File: config.mk
export PLATFORM = sky130hd
export DESIGN_NAME = rv_keypad_device_flat
export DESIGN_NICKNAME = d
export VERILOG_FILES = /design/src/rtl/rv_keypad_device_pkg.sv /design/src/rtl/rv_keypad_device_if.sv /design/src/rtl/rv_keypad_device_debounce.sv /design/src/rtl/rv_keypad_device.sv /design/src/flat_wrapper.sv
export SDC_FILE = /design/constraint.sdc
export NUM_CORES = 1
export LEC_CHECK = 0
export CORE_MARGIN = 2
export CORE_UTILIZATION = 30
export CTS_CLUSTER_SIZE = 20
export DETAILED_ROUTE_END_ITERATION = 10
export PLACE_DENSITY = 0.64
export SKIP_LAST_GASP = 1
export SYNTH_ARGS = -nofsm -noshare
export SYNTH_HDL_FRONTEND = slang
export SYNTH_SLANG_ARGS = --single-unit
File: constraint.sdc
create_clock -name clk_i -period 2.4 [get_ports clk_i]
set_clock_uncertainty 0.1 [all_clocks]
set_input_delay 0.24 -clock clk_i [delete_from_list [all_inputs] [get_ports clk_i]]
set_output_delay 0.24 -clock clk_i [all_outputs]
set_load 0.005 [all_outputs]
File: src/rtl/rv_keypad_device_pkg.sv
// ---------------------------------------------------------------------------
// rv_keypad_device_pkg
// Shared constants for the keypad peripheral: bus width, the default base
// address of the keypad register window, the register offsets within that
// window and an enum naming them.
// ---------------------------------------------------------------------------
package rv_keypad_device_pkg;

    localparam int XLEN = 32;

    // Byte address of register 0; the window is 16 bytes and 16-byte aligned.
    localparam logic [XLEN-1:0] ADDRESS_KEYPAD = 32'h1000_0100;

    localparam logic [3:0] KEYPAD_STATE   = 4'h0;
    localparam logic [3:0] KEYPAD_PENDING = 4'h4;
    localparam logic [3:0] KEYPAD_MASK    = 4'h8;
    localparam logic [3:0] KEYPAD_EDGE    = 4'hC;

    typedef enum logic [3:0] {
        REG_STATE   = KEYPAD_STATE,
        REG_PENDING = KEYPAD_PENDING,
        REG_MASK    = KEYPAD_MASK,
        REG_EDGE    = KEYPAD_EDGE
    } keypad_reg_e;

endpackage

File: src/rtl/rv_keypad_device_if.sv
// ---------------------------------------------------------------------------
// rv_keypad_device_if
// Core data-memory bus as seen by the keypad peripheral.
//   req    request strobe                 (master -> slave)
//   we     1 = write, 0 = read            (master -> slave)
//   be     write byte enables             (master -> slave)
//   addr   byte address                   (master -> slave)
//   wdata  write data                     (master -> slave)
//   rvalid response valid, one cycle late (slave -> master)
//   rdata  read data                      (slave -> master)
// ---------------------------------------------------------------------------
interface rv_keypad_device_if;
    import rv_keypad_device_pkg::*;

    logic              req;
    logic              we;
    logic [XLEN/8-1:0] be;
    logic [XLEN-1:0]   addr;
    logic [XLEN-1:0]   wdata;
    logic              rvalid;
    logic [XLEN-1:0]   rdata;

    modport master (
        output req, we, be, addr, wdata,
        input  rvalid, rdata
    );

    modport slave (
        input  req, we, be, addr, wdata,
        output rvalid, rdata
    );

endinterface

File: src/rtl/rv_keypad_device_debounce.sv
// ---------------------------------------------------------------------------
// rv_key_debounce
// One active-low key: 2-flop synchroniser, stability counter and debounced
// level, plus single-cycle press/release pulses that coincide with the edge
// on which the debounced level flips.
//   clk_i      clock
//   arstn_i    asynchronous active-low reset
//   key_i      raw key input (0 = pressed)
//   level_o    debounced level (1 = released)
//   press_o    pulse: debounced level is going 1 -> 0 on the next edge
//   release_o  pulse: debounced level is going 0 -> 1 on the next edge
// ---------------------------------------------------------------------------
module rv_key_debounce #(
    parameter int DEBOUNCE_CYCLES = 50000
) (
    input  logic clk_i,
    input  logic arstn_i,
    input  logic key_i,
    output logic level_o,
    output logic press_o,
    output logic release_o
);

    localparam int CNT_W = $clog2(DEBOUNCE_CYCLES + 1);
    localparam logic [CNT_W-1:0] CNT_LAST = CNT_W'(DEBOUNCE_CYCLES - 1);

    logic [1:0]       sync_q;
    logic             level_q;
    logic [CNT_W-1:0] cnt_q;
    logic             synced;
    logic             differ;
    logic             flip;

    assign synced = sync_q[1];
    assign differ = (synced != level_q);
    // The level flips on the edge where the counter has already seen
    // DEBOUNCE_CYCLES-1 differing cycles and the input still differs.
    assign flip   = differ && (cnt_q == CNT_LAST);

    // Synchroniser resets to released so no spurious press after reset.
    always_ff @(posedge clk_i or negedge arstn_i) begin
        if (!arstn_i) begin
            sync_q <= 2'b11;
        end else begin
            sync_q <= {sync_q[0], key_i};
        end
    end

    // Any return to the debounced value restarts the count from zero.
    always_ff @(posedge clk_i or negedge arstn_i) begin
        if (!arstn_i) begin
            level_q <= 1'b1;
            cnt_q   <= '0;
        end else if (flip) begin
            level_q <= synced;
            cnt_q   <= '0;
        end else if (differ) begin
            cnt_q   <= cnt_q + 1'b1;
        end else begin
            cnt_q   <= '0;
        end
    end

    assign level_o   = level_q;
    assign press_o   = flip && level_q;
    assign release_o = flip && !level_q;

endmodule

File: src/rtl/rv_keypad_device.sv
// ---------------------------------------------------------------------------
// rv_keypad_device
// Memory-mapped multi-key input peripheral on the core data-memory bus.
// Registers (byte offsets from BASE_ADDR):
//   0x0 STATE     RO   debounced level inverted (1 = pressed)
//   0x4 PENDING   W1C  sticky key events
//   0x8 MASK      RW   interrupt enable per key
//   0xC EDGE_MODE RW   0 = press only, 1 = press and release
// Ports:
//   clk_i    clock
//   arstn_i  asynchronous active-low reset
//   data     rv_keypad_device_if.slave data-memory bus
//   keys_i   raw active-low key inputs
//   irq_o    registered interrupt, |(PENDING & MASK)
// Build option: define RV_KEYPAD_RC_EN to make a PENDING read also clear
// PENDING (legacy read-to-clear); otherwise reads have no side effects.
// ---------------------------------------------------------------------------
module rv_keypad_device
    import rv_keypad_device_pkg::*;
#(
    parameter int              N_KEYS          = 4,
    parameter int              DEBOUNCE_CYCLES = 50000,
    parameter logic [XLEN-1:0] BASE_ADDR       = ADDRESS_KEYPAD
) (
    input  logic                clk_i,
    input  logic                arstn_i,
    rv_keypad_device_if.slave   data,
    input  logic [N_KEYS-1:0]   keys_i,
    output logic                irq_o
);

    logic [N_KEYS-1:0] level;
    logic [N_KEYS-1:0] press_pulse;
    logic [N_KEYS-1:0] rel_pulse;

    logic [N_KEYS-1:0] pending_q, pending_d;
    logic [N_KEYS-1:0] mask_q, mask_d;
    logic [N_KEYS-1:0] edge_mode_q, edge_mode_d;

    logic              accept;
    logic              wr_en;
    logic              rd_en;
    keypad_reg_e       reg_sel;
    logic [XLEN-1:0]   be_mask;
    logic [N_KEYS-1:0] be_keys;
    logic [N_KEYS-1:0] wdata_keys;
    logic [XLEN-1:0]   rd_val;
    logic [XLEN-1:0]   rdata_q;
    logic              rvalid_q;
    logic              irq_q;
    logic              unused_bits;

    genvar k;
    generate
        for (k = 0; k < N_KEYS; k++) begin : g_key
            rv_key_debounce #(
                .DEBOUNCE_CYCLES(DEBOUNCE_CYCLES)
            ) u_debounce (
                .clk_i     (clk_i),
                .arstn_i   (arstn_i),
                .key_i     (keys_i[k]),
                .level_o   (level[k]),
                .press_o   (press_pulse[k]),
                .release_o (rel_pulse[k])
            );
        end
    endgenerate

    // Every byte of the 16-byte window maps onto one of the four words.
    assign accept  = data.req && (data.addr[XLEN-1:4] == BASE_ADDR[XLEN-1:4]);
    assign wr_en   = accept && data.we;
    assign rd_en   = accept && !data.we;
    assign reg_sel = keypad_reg_e'({data.addr[3:2], 2'b00});

    // Expand byte enables to a bit mask so writes only touch enabled lanes.
    always_comb begin
        be_mask = '0;
        for (int i = 0; i < XLEN; i++) begin
            be_mask[i] = data.be[i/8];
        end
    end

    assign be_keys     = be_mask[N_KEYS-1:0];
    assign wdata_keys  = data.wdata[N_KEYS-1:0] & be_keys;
    assign unused_bits = ^{be_mask, data.wdata, data.addr};

    // Register next-state. Events are OR-ed in last so that they win over a
    // same-cycle W1C (or read-to-clear) of the same bit.
    always_comb begin
        mask_d      = mask_q;
        edge_mode_d = edge_mode_q;
        pending_d   = pending_q;
        if (wr_en) begin
            case (reg_sel)
                REG_MASK:    mask_d      = (mask_q & ~be_keys) | wdata_keys;
                REG_EDGE:    edge_mode_d = (edge_mode_q & ~be_keys) | wdata_keys;
                REG_PENDING: pending_d   = pending_q & ~wdata_keys;
                default:     ;
            endcase
        end
`ifdef RV_KEYPAD_RC_EN
        if (rd_en && (reg_sel == REG_PENDING)) begin
            pending_d = '0;
        end
`endif
        pending_d = pending_d | press_pulse | (rel_pulse & edge_mode_q);
    end

    // Read mux uses pre-edge register values, so a read that coincides with
    // an event returns the value before the event.
    always_comb begin
        rd_val = '0;
        case (reg_sel)
            REG_STATE:   rd_val[N_KEYS-1:0] = ~level;
            REG_PENDING: rd_val[N_KEYS-1:0] = pending_q;
            REG_MASK:    rd_val[N_KEYS-1:0] = mask_q;
            REG_EDGE:    rd_val[N_KEYS-1:0] = edge_mode_q;
            default:     rd_val = '0;
        endcase
    end

    // Control and status registers.
    always_ff @(posedge clk_i or negedge arstn_i) begin
        if (!arstn_i) begin
            pending_q   <= '0;
            mask_q      <= '0;
            edge_mode_q <= '0;
        end else begin
            pending_q   <= pending_d;
            mask_q      <= mask_d;
            edge_mode_q <= edge_mode_d;
        end
    end

    // One-cycle response to every accepted request; writes answer with zero.
    always_ff @(posedge clk_i or negedge arstn_i) begin
        if (!arstn_i) begin
            rvalid_q <= 1'b0;
            rdata_q  <= '0;
            irq_q    <= 1'b0;
        end else begin
            rvalid_q <= accept;
            rdata_q  <= rd_en ? rd_val : '0;
            irq_q    <= |(pending_q & mask_q);
        end
    end

    assign data.rvalid = rvalid_q;
    assign data.rdata  = rdata_q;
    assign irq_o       = irq_q;

endmodule

File: src/flat_wrapper.sv
// flat-port wrapper written by rule: the top's interface ports become plain ports
module rv_keypad_device_flat import rv_keypad_device_pkg::*;
#(
    parameter int              N_KEYS          = 4,
    parameter int              DEBOUNCE_CYCLES = 50000,
    parameter logic [XLEN-1:0] BASE_ADDR       = ADDRESS_KEYPAD
)
  (clk_i, arstn_i, keys_i, irq_o, data_req, data_we, data_be, data_addr, data_wdata, data_rvalid, data_rdata);
  rv_keypad_device_if data_i ();
  input  logic clk_i;
  input  logic arstn_i;
  input  logic [N_KEYS-1:0] keys_i;
  output logic irq_o;
  input wire logic [$bits(data_i.req)-1:0] data_req;
  input wire logic [$bits(data_i.we)-1:0] data_we;
  input wire logic [$bits(data_i.be)-1:0] data_be;
  input wire logic [$bits(data_i.addr)-1:0] data_addr;
  input wire logic [$bits(data_i.wdata)-1:0] data_wdata;
  output wire logic [$bits(data_i.rvalid)-1:0] data_rvalid;
  output wire logic [$bits(data_i.rdata)-1:0] data_rdata;
  assign data_i.req = data_req;
  assign data_i.we = data_we;
  assign data_i.be = data_be;
  assign data_i.addr = data_addr;
  assign data_i.wdata = data_wdata;
  assign data_rvalid = data_i.rvalid;
  assign data_rdata = data_i.rdata;
  rv_keypad_device #(.N_KEYS(N_KEYS), .DEBOUNCE_CYCLES(DEBOUNCE_CYCLES), .BASE_ADDR(BASE_ADDR)) u_core (.clk_i(clk_i), .arstn_i(arstn_i), .data(data_i), .keys_i(keys_i), .irq_o(irq_o));
endmodule
==> qor.csv <==
stage,metric,value,unit
critical_path,startpoint_type,flop,
routing,wl_per_cell,12.74,um
synthesis,synthArstFlopShare,1.000,
critical_path,crit_family,simple AND/OR/NAND/NOR gates,
placed_design,routabilityCongestion,0.7859,
sta,period_needed,2149,ps
critical_path,crit_required,2510,ps
critical_path,critPathBufInv,0,
die,die_area,16660,um2
clock_tree,root_buffer,clkbuf_16,
clock_tree,clock_sinks,94,
routing,drt_wl_total,9212,um
grt,antenna_found_initial,0,
synthesis,netlist-cell-type-count,52,
grt,grt-ovfl-total,0,
clock_tree,holdBufCountCts,1,
sta,max_clock_freq,465.2,MHz
routing,via_per_inst,4.585,
final_layout,syn_to_final_growth,20.37,%
grt,grt_use_total,0.1214,
sta,finalCritPeriodShare,0.8956,
clock_tree,cts_buffer_depth,2,
sta,setup_viol,0,
hold_path,hold_path.class,primary input to flop,
die,start_util,0.3076,
sta,relSlewSlack,0.5946,
routing,drt-pass1-iter-count,4,
clock_tree,ctsResizeCount,0,
critical_path,critPathMaxFanout,15,
critical_path,path_cells,ha_1 -> nand3_1 -> nor4_1 -> a21bo_2 -> nor2_1,
routing,drt_iter0_markers,223,
clock_tree,cts_buffers,9,
clock_tree,tritoncts,done,
pwr,powerDensity,571.6,nW/um2
pwr,p_leak,2.219,nW
clock_tree,clk_latency,340,ps
routing,drc,0,
placed_design,dpl_cell_area,5345,um2
sta,finalHoldViolations,0,
grt,grt_pass1_vias,3439,
die,rows,45,
status,status,"complete, no violations",
synthesis,synthCells,448,
routing,vias,3315,
die,dieHeight,129.1,um
final_layout,insertedDiodeCount,0,
sta,grt_setup_unrepaired,false,
synthesis,synth_area_per_cell,10.48,um2
synthesis,synth_seq_area_share,0.5044,
sta,setup_tns,0,ps
critical_path,worstPathArrival,2260,ps
synthesis,yosys_register_bits,94,
clock_tree,cts_max_level,3,
die,ios,110,
critical_path,max_stage_delay,540,ps
synthesis,yosysWarnings,0,
pwr,peakVddDrop,0.3587,mV
routing,final_antenna_net_count,0,
clock_tree,cts.reportedPaths.clkPinSlew,70,ps
sta,drv_slew,0,
synthesis,synth_edf_count,0,
grt,grt_pass1_wl,16230,um
die,die_x,129.1,um
critical_path,cp_slowest_cell,nor4_1,
placed_design,port_buffers,48,
sta,tightest_slew,608.1,ps
grt,grt_max_degree,49,
job,drv_cap,0,
final_layout,drive_gt1_frac,0.1211,
final_layout,fin_area,5649,um2
synthesis,synthesis.area,4693,um2
synthesis,synthFlopType,dfrtp_1,
die,core_area,15260,um2
final_layout,nFillCells,1473,
placed_design,hpwl,6634,um
final_layout,fin_nets,587,
critical_path,cp-end-kind,flop,
critical_path,crit_type,flop to flop,
clock_tree,cts_setup_buffers,0,
Yosys cell counts, drive strengths merged, types with 2 or more instances:
| cell | count | area (um2) |
|---|---|---|
| nor4 | 23 | 180.2 |
| clkbuf | 2 | 7.510 |
| nand3 | 21 | 115.1 |
| o221ai | 3 | 26.28 |
| buf | 33 | 249.0 |
| nand2b | 3 | 18.77 |
| ha | 4 | 50.05 |
| mux2 | 12 | 142.6 |
| nor2 | 79 | 296.5 |
| inv | 19 | 71.32 |
| dfrtp | 82 | 2052 |
| mux4 | 3 | 67.56 |
| nor3 | 17 | 85.08 |
| nand4b | 2 | 17.52 |
| and3 | 3 | 21.27 |
| nand4 | 18 | 118.9 |
| a21o | 2 | 16.27 |
| nor4b | 3 | 26.28 |
| nor3b | 3 | 22.52 |
| or4b | 3 | 37.54 |
| o21ai | 3 | 15.01 |
| a21bo | 2 | 20.02 |
| a22oi | 2 | 15.01 |
| nor2b | 2 | 12.51 |
| xnor2 | 49 | 429.2 |
| or3 | 4 | 25.02 |
| nand2 | 18 | 67.56 |
| xor2 | 9 | 78.83 |
| a21oi | 2 | 10.01 |
| dfstp | 12 | 315.3 |
layer usage:
metal	global-route usage	wire (um)
met1	0.1508	4235
met2	0.2057	4520
met3	0.03014	320
met4	0.04476	135
met5	0	0
sequential cells by signal (all words and copies together) (netlist names), named ones only:
register and count:
u_core.g_key.u_debounce.sync_q 8, u_core.data.rdata 4, u_core.data.rvalid 1, u_core.pending_q 4, u_core.g_key.u_debounce.level_o 4, u_core.irq_o 1
u_core.g_key.u_debounce.cnt_q 64
final cells by class:
class / count / area [um2] / share of cell area
tap: 211 / 264.0 / 0.04673
sequential: 94 / 2367 / 0.4190
inverter: 19 / 71.32 / 0.01262
clock inverter: 4 / 47.55 / 0.008416
timing repair buffer: 56 / 553.0 / 0.09790
multi-input combinational: 327 / 2100 / 0.3716
clock buffer: 12 / 246.5 / 0.04363
final timing paths:
path                                                                 from  cells past startpoint                                        endpoint  slack (ps)
max                         u_core.g_key[1].u_debounce.cnt_q[0]$_DFF_PN0_                      5  u_core.g_key[1].u_debounce.cnt_q[10]$_DFF_PN0_         250
min in group asynchronous                                         arstn_i                      2   u_core.g_key[1].u_debounce.cnt_q[4]$_DFF_PN0_         360
min                                                             keys_i[1]                      1  u_core.g_key[1].u_debounce.sync_q[0]$_DFF_PN1_         210
min reg2reg                u_core.g_key[1].u_debounce.sync_q[0]$_DFF_PN1_                      0  u_core.g_key[1].u_debounce.sync_q[1]$_DFF_PN1_         250
max reg2reg                 u_core.g_key[1].u_debounce.cnt_q[0]$_DFF_PN0_                      5  u_core.g_key[1].u_debounce.cnt_q[10]$_DFF_PN0_         250
max in group asynchronous                                         arstn_i                      3  u_core.g_key[0].u_debounce.sync_q[0]$_DFF_PN1_        1110
cells in the final DEF, fill, tap and decap left out, types with 4 or more instances in the layout:
cell type,instances
xnor2_1,49
xor2_1,9
dfrtp_1,82
inv_1,19
conb_1,28
clkdlybuf4s50_1,47
nor2_1,79
nor4_1,20
nand4_1,17
nand2_1,18
nand3_1,19
ha_1,4
or3_1,4
dfstp_2,12
mux2_2,9
buf_4,7
clkbuf_16,9
nor3_1,17
through the flow:
step | worst slack (ps) | power, mW | utilization | std cells | hold slack (ps)
4_1_cts | 262.3 | 3.281 | 0.3702 | 723 | 194.1
5_1_grt | 22.60 | 3.375 | 0.3702 | 723 | 204.1
3_3_place_gp | 44.62 | 1.848 | 0.3503 | 706 | 184.7
6_report | 250.6 | 3.229 | 0.3702 | 723 | 206.6
3_5_place_dp | 64.08 | 1.855 | 0.3503 | 706 | 198.8
2_1_floorplan | 594.8 | 1.768 | - | 475 | -155.6
logic make-up (layout without fill, tap and decap cells):
| group | after synthesis | in the layout | share of synthesized area |
|---|---|---|---|
| muxes | 16 | 16 | 0.04692 |
| other | 1 | 28 | 0.0007990 |
| and+or+nand+nor | 204 | 204 | 0.2322 |
| AOI/OAI and AO/OA | 17 | 17 | 0.02693 |
| xor gates and xnor gates | 58 | 58 | 0.1082 |
| adders and majority gates | 4 | 4 | 0.01066 |
| buffers and inverters | 54 | 91 | 0.06985 |
| DFF | 94 | 94 | 0.5044 |
power breakdown:
part	switching [mW]	leakage, nW	internal [mW]
Clock	0.571	0.143	0.833
Combinational	0.0953	0.836	0.0961
Sequential	0.0203	1.24	1.61
Total	0.687	2.22	2.54
(Power assumes the default switching activity.)
